==> src/rtl/mem_arbiter_if.sv <==
// Two-port request bus plus memory command/response bus for mem_arbiter.
// slave = arbiter view, master = requesters and memory model view.
interface mem_arbiter_if #(
  parameter int AW = 32,
  parameter int DW = 32
);
  logic                prio_mode;
  logic [1:0]          req;
  logic [1:0]          we;
  logic [AW-1:0]       addr0;
  logic [AW-1:0]       addr1;
  logic [DW-1:0]       wdata0;
  logic [DW-1:0]       wdata1;
  logic [DW/8-1:0]     be0;
  logic [DW/8-1:0]     be1;
  logic [1:0]          gnt;
  logic [1:0]          rvalid;
  logic [DW-1:0]       rdata;
  logic                mem_en;
  logic                mem_we;
  logic [AW-1:0]       mem_addr;
  logic [DW-1:0]       mem_wdata;
  logic [DW/8-1:0]     mem_be;
  logic [DW-1:0]       mem_rdata;
  logic                busy;

  modport slave (
    input  prio_mode, req, we, addr0, addr1, wdata0, wdata1, be0, be1, mem_rdata,
    output gnt, rvalid, rdata, mem_en, mem_we, mem_addr, mem_wdata, mem_be, busy
  );

  modport master (
    output prio_mode, req, we, addr0, addr1, wdata0, wdata1, be0, be1, mem_rdata,
    input  gnt, rvalid, rdata, mem_en, mem_we, mem_addr, mem_wdata, mem_be, busy
  );
endinterface

==> src/rtl/mem_arbiter.sv <==
// Two-port (CPU / loader) arbiter in front of a single synchronous-read memory.
// Round-robin or fixed-priority selection; request fields pass through unlatched.
module mem_arbiter #(
  parameter int AW = 32,
  parameter int DW = 32
) (
  input  logic         CLK,
  input  logic         RST,
  mem_arbiter_if.slave bus
);

  typedef enum logic [1:0] {
    ST_IDLE  = 2'd0,
    ST_GRANT = 2'd1,
    ST_WAIT  = 2'd2
  } state_t;

  state_t state;
  logic   sel;
  logic   lp;
  logic   win;
  logic   issue;

  // Tie in round-robin goes to the port not served last.
  always_comb begin
    win = 1'b0;
    if (bus.prio_mode)
      win = ~bus.req[0];
    else if (bus.req == 2'b11)
      win = ~lp;
    else
      win = bus.req[1];
  end

  always_ff @(posedge CLK) begin
    if (RST) begin
      state <= ST_IDLE;
      sel   <= 1'b0;
      lp    <= 1'b1;
    end else begin
      case (state)
        ST_IDLE: begin
          if (|bus.req) begin
            sel   <= win;
            state <= ST_GRANT;
          end
        end
        ST_GRANT: begin
          if (bus.req[sel]) begin
            lp    <= sel;
            state <= bus.we[sel] ? ST_IDLE : ST_WAIT;
          end else begin
            state <= ST_IDLE;
          end
        end
        ST_WAIT: state <= ST_IDLE;
        default: state <= ST_IDLE;
      endcase
    end
  end

  // Outputs are gated by RST so an access caught by reset is dropped that cycle.
  assign issue = ~RST && (state == ST_GRANT) && bus.req[sel];

  always_comb begin
    bus.gnt       = 2'b00;
    bus.mem_en    = 1'b0;
    bus.mem_we    = 1'b0;
    bus.mem_addr  = '0;
    bus.mem_wdata = '0;
    bus.mem_be    = '0;
    if (issue) begin
      bus.gnt       = sel ? 2'b10 : 2'b01;
      bus.mem_en    = 1'b1;
      bus.mem_we    = bus.we[sel];
      bus.mem_addr  = sel ? bus.addr1  : bus.addr0;
      bus.mem_wdata = sel ? bus.wdata1 : bus.wdata0;
      bus.mem_be    = sel ? bus.be1    : bus.be0;
    end
  end

  always_comb begin
    bus.rvalid = 2'b00;
    bus.rdata  = '0;
    if (~RST && state == ST_WAIT) begin
      bus.rvalid = sel ? 2'b10 : 2'b01;
      bus.rdata  = bus.mem_rdata;
    end
  end

  assign bus.busy = ~RST && (state == ST_GRANT || state == ST_WAIT);

endmodule

==> src/flat_wrapper.sv <==
// flat-port wrapper written by rule: the top's interface ports become plain ports
module mem_arbiter_flat 
#(
  parameter int AW = 32,
  parameter int DW = 32
)
  (CLK, RST, bus_prio_mode, bus_req, bus_we, bus_addr0, bus_addr1, bus_wdata0, bus_wdata1, bus_be0, bus_be1, bus_mem_rdata, bus_gnt, bus_rvalid, bus_rdata, bus_mem_en, bus_mem_we, bus_mem_addr, bus_mem_wdata, bus_mem_be, bus_busy);
  mem_arbiter_if #(.AW(AW), .DW(DW)) bus_i ();
  input  logic CLK;
  input  logic RST;
  input wire logic [$bits(bus_i.prio_mode)-1:0] bus_prio_mode;
  input wire logic [$bits(bus_i.req)-1:0] bus_req;
  input wire logic [$bits(bus_i.we)-1:0] bus_we;
  input wire logic [$bits(bus_i.addr0)-1:0] bus_addr0;
  input wire logic [$bits(bus_i.addr1)-1:0] bus_addr1;
  input wire logic [$bits(bus_i.wdata0)-1:0] bus_wdata0;
  input wire logic [$bits(bus_i.wdata1)-1:0] bus_wdata1;
  input wire logic [$bits(bus_i.be0)-1:0] bus_be0;
  input wire logic [$bits(bus_i.be1)-1:0] bus_be1;
  input wire logic [$bits(bus_i.mem_rdata)-1:0] bus_mem_rdata;
  output wire logic [$bits(bus_i.gnt)-1:0] bus_gnt;
  output wire logic [$bits(bus_i.rvalid)-1:0] bus_rvalid;
  output wire logic [$bits(bus_i.rdata)-1:0] bus_rdata;
  output wire logic [$bits(bus_i.mem_en)-1:0] bus_mem_en;
  output wire logic [$bits(bus_i.mem_we)-1:0] bus_mem_we;
  output wire logic [$bits(bus_i.mem_addr)-1:0] bus_mem_addr;
  output wire logic [$bits(bus_i.mem_wdata)-1:0] bus_mem_wdata;
  output wire logic [$bits(bus_i.mem_be)-1:0] bus_mem_be;
  output wire logic [$bits(bus_i.busy)-1:0] bus_busy;
  assign bus_i.prio_mode = bus_prio_mode;
  assign bus_i.req = bus_req;
  assign bus_i.we = bus_we;
  assign bus_i.addr0 = bus_addr0;
  assign bus_i.addr1 = bus_addr1;
  assign bus_i.wdata0 = bus_wdata0;
  assign bus_i.wdata1 = bus_wdata1;
  assign bus_i.be0 = bus_be0;
  assign bus_i.be1 = bus_be1;
  assign bus_i.mem_rdata = bus_mem_rdata;
  assign bus_gnt = bus_i.gnt;
  assign bus_rvalid = bus_i.rvalid;
  assign bus_rdata = bus_i.rdata;
  assign bus_mem_en = bus_i.mem_en;
  assign bus_mem_we = bus_i.mem_we;
  assign bus_mem_addr = bus_i.mem_addr;
  assign bus_mem_wdata = bus_i.mem_wdata;
  assign bus_mem_be = bus_i.mem_be;
  assign bus_busy = bus_i.busy;
  mem_arbiter #(.AW(AW), .DW(DW)) u_core (.CLK(CLK), .RST(RST), .bus(bus_i));
endmodule
==> config.mk <==
export PLATFORM = sky130hd
export DESIGN_NAME = mem_arbiter_flat
export DESIGN_NICKNAME = d
export VERILOG_FILES = /design/src/rtl/mem_arbiter_if.sv /design/src/rtl/mem_arbiter.sv /design/src/flat_wrapper.sv
export SDC_FILE = /design/constraint.sdc
export NUM_CORES = 1
export LEC_CHECK = 0
export BUFFER_PORTS_ARGS = -buffer_cell sky130_fd_sc_hd__clkbuf_2
export CAP_MARGIN = 20
export CORE_AREA = 10 10 102 104
export CTS_CLUSTER_DIAMETER = 200
export DETAILED_ROUTE_END_ITERATION = 8
export DIE_AREA = 0 0 112 114
export MAX_ROUTING_LAYER = met4
export SKIP_LAST_GASP = 1
export SLEW_MARGIN = 0
export SYNTH_ARGS = -nofsm -noshare
export SYNTH_HDL_FRONTEND = slang
export SYNTH_SLANG_ARGS = --single-unit
==> constraint.sdc <==
create_clock -name CLK -period 1.54 [get_ports CLK]
set_input_delay 0 -clock CLK [delete_from_list [all_inputs] [get_ports CLK]]
set_output_delay 0 -clock CLK [all_outputs]
set_load 0.03 [all_outputs]
==> out/metrics.yaml <==
hold_buffers: 0
drt_wl_total_mm: 11.7
wire_per_inst_um: 21.4
antenna_found_initial: 0
grtUsageTotal: 0.153
nets: 622
async_flop_share: 0
min_period_ns: 1.70
tightest_slew_ns: 0.237
critPathLaunchType: "register"
synth.most_common_cell: "a22o_1"
hold_viol: 0
final_max_slew_viol_count: 0
syn_inst: 150
syn_avg_cell_area_um2: 7.91
power_w: 0.00109
clock.fmax_ghz: 0.587
yosys-top-cells-area: "a22o_1, and2_1, dfxtp_1"
vias: 2520
area_growth_pct: 204
netlist.top_cell.by_area: "a22o_1"
path_clk_slew_ns: 0.03
cts_buffer_depth: 2
rsz0062_at_grt: "true"
synth_top_area_share: 0.502
finClkSkew_ns: 0.00156
finalSetupViolCount: 63
overflow: 0
synth_area_um2: 1190
cp.arrival_ns: 1.70
path_class: "reg -> out"
io_buffers: 281
whs_ns: 0.0486
avgViaCountPerCell: 4.58
htreeDepth: 1
synth.ff_latch_count: 4
cp.required_ns: 1.54
r2r_slack_ns: 0.41
fp.dieW_um: 112
grt_max_degree: 35
fp-row-count: 34
drtPass1Iterations: 4
yosys_most_used_dff: "dfxtp_1"
cts_tree: "yes"
synth_nets: 328
grt_pass1_wl_mm: 15.6
ys_warn_count: 0
critPathCaptureType: "output pin"
synth_common_cells: "a22o_1, and2_1, buf_2"
placeableCoreArea_um2: 8470
start_util: 0.140
cp_max_fo: 11
hp-class: "in -> reg"
gp_congestion: 0.849
synth_edf_count: 0
place_hpwl_mm: 8.89
numCtsBuffers: 3
r2r-start: "u_core.lp"
die_area_um2: 12800
die_y_um: 114
violations: "negative setup slack"
first_iter_violations: 254
final_antenna_net_count: 0
setup_ws_ns: -0.165
power.density_nw_per_um2: 304
power.leakage_nw: 2.01
diodes: 0
root_buffer: "clkbuf_8"
drc_errors: 0
startpoint: "u_core.state[1]"
min_period_over_period: 1.11
clkLatencyLatePin_ns: 0.22
peakVddDrop_uv: 377
yosysUniqueCellTypes: 23
max-cap-violations: 0
drive_above_1_share: 0.735
status: "complete, but fails checks"
hp-start: "bus_req[0]"
seq_area_frac_synth: 0.0675
clkSinkCount: 4
ioPinCount: 282
slew-limit-headroom: 0.838
first_global_vias: 2581
-- worst max-delay path, stage by stage, from the launching register on --
cell	delay [ns]
dfxtp_2	0.32
inv_2	0.05
ha_4	0.16
nand2b_4	0.10
nor2_4	0.05
buf_12	0.13
buf_12	0.13
buf_16	0.14
a22o_1	0.26
buf_8	0.15
-- metrics by stage --
stage,worst slack [ns],std cells,instance area (µm²),TNS [ns],utilization
global route,-0.210,550,3600,-9.58,0.426
finish,-0.165,550,3600,-5.14,0.426
CTS,-0.104,538,3250,-3.03,0.384
floorplan,0.0609,150,1190,0,-
detailed placement,-0.0310,528,2730,-0.0310,0.323
global placement,-0.00770,528,2730,-0.00770,0.323
-- state kept, by name, summed over array words and instances, names as in the netlist --
name and cells:
u_core.lp 1, u_core.sel 1, u_core.state 2
-- cell families after synthesis --
group | share of synthesized area
mux | 0.00844
fa+ha+maj | 0.0316
buf+inv | 0.0928
simple gates | 0.254
flops | 0.0675
compound gates | 0.545
-- layer usage --
metal  share of wire  up-vias  track usage
li1                -     1178            -
met1            0.40     1141        0.179
met2            0.50      190        0.263
met3           0.093       11       0.0430
met4          0.0071        0       0.0152
met5               0        -            -
-- where the power goes --
part	switching [W]	leakage (nW)	internal, W
Sequential	0.0000109	0.0341	0.000116
Combinational	0.000355	1.95	0.000391
Clock	0.0000558	0.0216	0.000167
-- timing repair --
| item | in CTS | in global routing |
|---|---|---|
| resized for setup | 95 | 126 |
| pin swaps | 3 | 42 |
| endpoints found under the setup margin | 68 | 102 |
| gates cloned | 4 | 8 |
| buffers inserted | 3 | 5 |
| endpoints found under the hold margin | 0 | 0 |
-- cells in the final DEF, fill, tap and decap left out, types with 3 or more instances in the layout --
cell / n
buf_4: 7
a21oi_1: 4
clkbuf_16: 4
buf_16: 4
dfxtp_2: 3
and2_1: 33
buf_12: 7
clkbuf_8: 6
buf_2: 21
clkbuf_4: 27
buf_6: 26
buf_8: 21
clkbuf_2: 186
a22o_1: 66
-- layout make-up --
cell class,instances,area [µm²]
fillers,856,4860
repair buffers,306,2290
multi-input cells,127,1040
well taps,108,135
flip-flops and latches,4,83.8
clock buffers,3,41.3
inverters,2,7.51
-- path summary, 6_finish.rpt --
check                     endpoint  cells after the start
setup / recovery  bus_mem_wdata[7]                      9
hold / removal          u_core.sel                      2
setup reg to reg        u_core.sel                      2
hold reg to reg    u_core.state[0]                      2
Power figures use the tool's default switching activity.
